--- config.mk ---
export PLATFORM = sky130hd
export DESIGN_NAME = gpio_irq_capture
export DESIGN_NICKNAME = d
export VERILOG_FILES = /design/src/rtl/gpio_irq_capture.sv
export SDC_FILE = /design/constraint.sdc
export NUM_CORES = 1
export LEC_CHECK = 0
export CORE_ASPECT_RATIO = 0.9
export CORE_MARGIN = 3
export CORE_UTILIZATION = 58
export CTS_BUF_LIST = sky130_fd_sc_hd__clkbuf_8
export DETAILED_ROUTE_END_ITERATION = 7
export PLACE_DENSITY = 0.82
export SKIP_LAST_GASP = 1
export SLEW_MARGIN = 40
export SYNTH_ARGS = -nofsm -noshare
export SYNTH_HDL_FRONTEND = slang
export SYNTH_SLANG_ARGS = --single-unit
--- constraint.sdc ---
create_clock -name i_Clk -period 2.15 [get_ports i_Clk]
set_clock_uncertainty 0.05 [all_clocks]
set_input_delay 0.5375 -clock i_Clk [delete_from_list [all_inputs] [get_ports i_Clk]]
set_output_delay 0.5375 -clock i_Clk [all_outputs]
set_load 0.01 [all_outputs]
--- src/rtl/gpio_irq_capture.sv ---
// GPIO input capture: 2-flop sync, per-pin debounce, edge/level events into sticky W1C pending bits + IRQ.
// Optional level-triggered mode is enabled by defining GPIO_IRQ_LEVEL_EN (adds i_WEL and a level-mode register).
module gpio_irq_capture #(
  parameter int unsigned WIDTH    = 32,
  parameter int unsigned DEBOUNCE = 4,
  parameter int unsigned CNT_W    = 3
) (
  input  logic             i_Clk,
  input  logic             i_rst,
  input  logic [WIDTH-1:0] i_pins,
  input  logic [31:0]      i_DD,
  input  logic             i_WER,
  input  logic             i_WEF,
  input  logic             i_WEP,
`ifdef GPIO_IRQ_LEVEL_EN
  input  logic             i_WEL,
`endif
  output logic [WIDTH-1:0] o_DIN,
  output logic [WIDTH-1:0] o_PEND,
  output logic             o_IRQ
);

  localparam logic [CNT_W-1:0] CntMax = CNT_W'(DEBOUNCE - 1);

  logic [WIDTH-1:0]            sync1_q, sync2_q;
  logic [WIDTH-1:0]            din_q, din_d, din_prev_q;
  logic [WIDTH-1:0][CNT_W-1:0] cnt_q, cnt_d;
  logic [WIDTH-1:0]            rise_en_q, rise_en_d, fall_en_q, fall_en_d;
  logic [WIDTH-1:0]            pend_q, pend_d;
  logic                        irq_q, irq_d;
  logic [WIDTH-1:0]            wr_data;
  logic [WIDTH-1:0]            clr_mask, edge_set, set_mask;
`ifdef GPIO_IRQ_LEVEL_EN
  logic [WIDTH-1:0]            lvl_q, lvl_d, lvl_set;
`endif

  assign wr_data = i_DD[WIDTH-1:0];

  // Debounce: a differing synchronized level must persist DEBOUNCE samples before acceptance.
  always_comb begin
    cnt_d = cnt_q;
    din_d = din_q;
    for (int unsigned i = 0; i < WIDTH; i++) begin
      if (sync2_q[i] == din_q[i]) begin
        cnt_d[i] = '0;
      end else if (cnt_q[i] == CntMax) begin
        din_d[i] = sync2_q[i];
        cnt_d[i] = '0;
      end else begin
        cnt_d[i] = cnt_q[i] + CNT_W'(1);
      end
    end
  end

  // Event generation, pending update (set beats clear) and enable register loads.
  always_comb begin
    edge_set  = (din_q & ~din_prev_q & rise_en_q) | (~din_q & din_prev_q & fall_en_q);
`ifdef GPIO_IRQ_LEVEL_EN
    lvl_set   = (din_q & rise_en_q) | (~din_q & fall_en_q);
    set_mask  = (lvl_q & lvl_set) | (~lvl_q & edge_set);
    lvl_d     = i_WEL ? wr_data : lvl_q;
`else
    set_mask  = edge_set;
`endif
    clr_mask  = i_WEP ? wr_data : '0;
    pend_d    = (pend_q & ~clr_mask) | set_mask;
    irq_d     = |pend_d;
    rise_en_d = i_WER ? wr_data : rise_en_q;
    fall_en_d = i_WEF ? wr_data : fall_en_q;
  end

  always_ff @(posedge i_Clk) begin
    if (i_rst) begin
      sync1_q    <= '0;
      sync2_q    <= '0;
      din_q      <= '0;
      din_prev_q <= '0;
      cnt_q      <= '0;
      rise_en_q  <= '0;
      fall_en_q  <= '0;
      pend_q     <= '0;
      irq_q      <= 1'b0;
`ifdef GPIO_IRQ_LEVEL_EN
      lvl_q      <= '0;
`endif
    end else begin
      sync1_q    <= i_pins;
      sync2_q    <= sync1_q;
      din_q      <= din_d;
      din_prev_q <= din_q;
      cnt_q      <= cnt_d;
      rise_en_q  <= rise_en_d;
      fall_en_q  <= fall_en_d;
      pend_q     <= pend_d;
      irq_q      <= irq_d;
`ifdef GPIO_IRQ_LEVEL_EN
      lvl_q      <= lvl_d;
`endif
    end
  end

  assign o_DIN  = din_q;
  assign o_PEND = pend_q;
  assign o_IRQ  = irq_q;

endmodule

==> impl_metrics.csv <==
group,metric,value,unit
worst_setup_path,critPathTopFamily,"buffers and inverters",
worst_setup_path,ff2ff_path_depth,6,
placed_design,dpl.hpwl,15060,um
worst_setup_path,slowest_stage,"clkdlybuf4s50_1",
power_and_ir_drop,switching_share,21.68,%
clocking,clock_latency,0.55,ns
grt,grt_max_degree,55,
synthesis,ys_seq_area_share,56.03,%
grt,first_global_vias,7528,
die,fp-row-count,48,
hold_path,min_path_type,"in2reg",
clocking,cts_sinks,321,
power_and_ir_drop,ir_drop,533.0,uV
final_layout,diodes,0,
clocking,clk_pin_slew,0.07,ns
sta,worst_slew_pin_slew,0.3920,ns
run_status,outcome,"completed",
worst_setup_path,reg2reg_slack,0.40,ns
placed_design,place.gp.congestion,0.7861,
grt,track_usage,20.25,%
die,die-area,21500,um^2
synthesis,synth_top_cell_by_area,"dfxtp_1",
power_and_ir_drop,clockPowerShare,41.5,%
worst_setup_path,end_kind,"output pin",
clocking,cts-root-buf,"clkbuf_8",
worst_setup_path,startpoint,"o_DIN[30]$_SDFFE_PP0P_",
synthesis,synth.distinct_cells,25,
die,ios,134,
final_layout,drive_above_1_share,10.13,%
grt,antenna_found_initial,1,
sta,fin_crit_sh,97.05,%
detailed_routing,firstDrtPassIters,4,
grt,grt_overflow,0,
detailed_routing,antenna_left,0,
synthesis,synth_area_leaders,"dfxtp_1, mux2i_1, nor2_1",
final_layout,final_common_cell,"dfxtp_1",
power_and_ir_drop,power,0.01148,W
worst_setup_path,critPathMaxStageDelay,0.57,ns
worst_setup_path,crit_type,"reg2out",
clocking,htreeDepth,2,
die,start_util,59.50,%
detailed_routing,drc_errors,0,
sta,rsz0062_at_grt,"no",
placed_design,place_area,13290,um^2
sta,slew_viol_final,0,
power_and_ir_drop,power.internal,0.008989,W
sta,hold_slack,0.2991,ns
final_layout,final_nets,1426,
power_and_ir_drop,p_leak,6.083,nW
final_layout,syn2layout_area_growth,24.33,%
power_and_ir_drop,p_comb_share,4.8,%
sta,hold_viol,0,
worst_setup_path,crit_fanout,6,
die,core-area,19280,um^2
detailed_routing,vias_per_cell,4.946,
sta,relSlewSlack,73.71,%
synthesis,synth.top_cell.area_share,56.03,%
power_and_ir_drop,power.density,804.9,nW/um^2
sta,setup_viol_count_final,0,
synthesis,ys_seq_elements,321,
detailed_routing,routed_wirelength,21890,um
final_layout,fin_area,14260,um^2
flow_run,maxCapViolCount,0,
worst_setup_path,path_buf_inv,1,
worst_setup_path,start_kind,"register",
worst_setup_path,required,1.56,ns
sta,layout_setup_ws,0.06348,ns
worst_setup_path,path_depth,1,
synthesis,synth_warnings,0,
sta,max_freq,0.4793,GHz
sta,period_needed,2.087,ns
worst_setup_path,worstReg2RegEnd,"o_IRQ$_SDFF_PP0_",
detailed_routing,drtIter0Drc,350,
power_and_ir_drop,p_switching,0.002488,W
clocking,post_cts_buffers,0,
worst_setup_path,reg2reg_from,"o_DIN[2]$_SDFFE_PP0P_",
clocking,cts_tree,"done",
worst_setup_path,crit_chain,"clkdlybuf4s50_1",
detailed_routing,vias,7780,
clocking,cts_buffer_depth,3,
placed_design,portBuffers,133,
worst_setup_path,setup.worst_path.end,"o_DIN[30]",
synthesis,syn-cell-area,11470,um^2
final_layout,final_cell_mix,"dfxtp_1, nor2_1, clkdlybuf4s50_1, nor2b_1, mux2i_1",
worst_setup_path,cp.arrival,1.50,ns
synthesis,avgSynthCellArea,10.29,um^2
synthesis,postSynthNetCount,1248,
die,fp.dieW,154.2,um
synthesis,synthCells,1115,
detailed_routing,wire_per_inst,13.92,um
placed_design,dp_slack,-0.1504,ns
grt,grt_pass1_wl,36130,um
clocking,cts_made_buffers,48,
die,die_h,139.4,um
power_and_ir_drop,seqPwrFrac,53.7,%
[final cells by class]
cell class	instances	area, um^2
clock buffers	63	867.1
clock inverters	17	70.07
fillers	1358	5019
inverters	64	240.2
multi-input cells	691	4636
flip-flops and latches	321	6460
well taps	250	312.8
repair buffers	167	1674
[synthesized netlist by cell type]
library cell	instances
a211oi_1	23
dfxtp_1	321
nor2_1	225
o22ai_1	7
o21ai_0	1
and4_1	2
a41oi_1	1
ha_1	64
buf_6	1
mux2i_1	96
or3_1	32
xnor2_1	32
clkbuf_1	28
buf_1	1
nand2_1	47
buf_4	1
nor2b_1	96
inv_1	64
a211oi_2	1
nand4_1	6
buf_2	8
nand3b_1	1
and3b_1	48
nor4_1	1
a21oi_1	8
[timing repair]
action                                  4_1_cts  5_1_grt
endpoints found under the setup margin       28        6
hold buffers                                  0        0
gates resized for setup                      28        6
[sequential cells by signal, summed over array words and instances, names as in the netlist]
signal	cells
o_DIN	32
sync2_q	32
o_PEND	32
cnt_q	96
fall_en_q	32
rise_en_q	32
sync1_q	32
o_IRQ	1
din_prev_q	32
[per-layer routing]
layer / routed length, um / part of all wire [%] / GRT usage [%]
met5: 13 / 0.059 / 0
met4: 334 / 1.5 / 5.716
met3: 1291 / 5.9 / 5.379
met2: 10420 / 48 / 33.30
met1: 9832 / 45 / 26.49
[worst min path at each step]
stage	from	endpoint	slack, ns	depth (start not counted)
finish	i_rst	rise_en_q[10]$_SDFFE_PP0P_	0.30	2
global route	i_rst	o_PEND[8]$_SDFF_PP0_	0.29	2
CTS	i_rst	rise_en_q[10]$_SDFFE_PP0P_	0.28	2
detailed placement	cnt_q[45]$_SDFF_PP0_	cnt_q[45]$_SDFF_PP0_	0.36	1
global placement	cnt_q[57]$_SDFF_PP0_	cnt_q[57]$_SDFF_PP0_	0.36	1
floorplan	cnt_q[0]$_SDFF_PP0_	cnt_q[0]$_SDFF_PP0_	0.35	1
[stage by stage]
stage               util [%]  instances  setup TNS (ns)
floorplan                  -       1115               0
finish                 73.97       1573               0
CTS                    73.92       1573               0
global route           73.97       1573               0
global placement       68.94       1493         -0.1299
detailed placement     68.94       1493         -0.1504
[cell families after synthesis]
group,Yosys count,share of synthesized area [%]
and+or+nand+nor,458,20.15
DFF,321,56.03
buffers and inverters,103,3.556
muxes,96,8.378
adders and majority gates,64,6.982
AOI/OAI and AO/OA,41,2.465
xor gates and xnor gates,32,2.444
[power groups by stage]
stage	logic (W)	registers (W)	clock network, W
3_5_place_dp	0.000554	0.00629	0
2_1_floorplan	0.000299	0.00627	0
4_1_cts	0.000559	0.00616	0.00487
3_3_place_gp	0.000541	0.00628	0
5_1_grt	0.000610	0.00617	0.00514
6_report	0.000552	0.00616	0.00476
No activity file was read; power rests on OpenSTA's default activity.
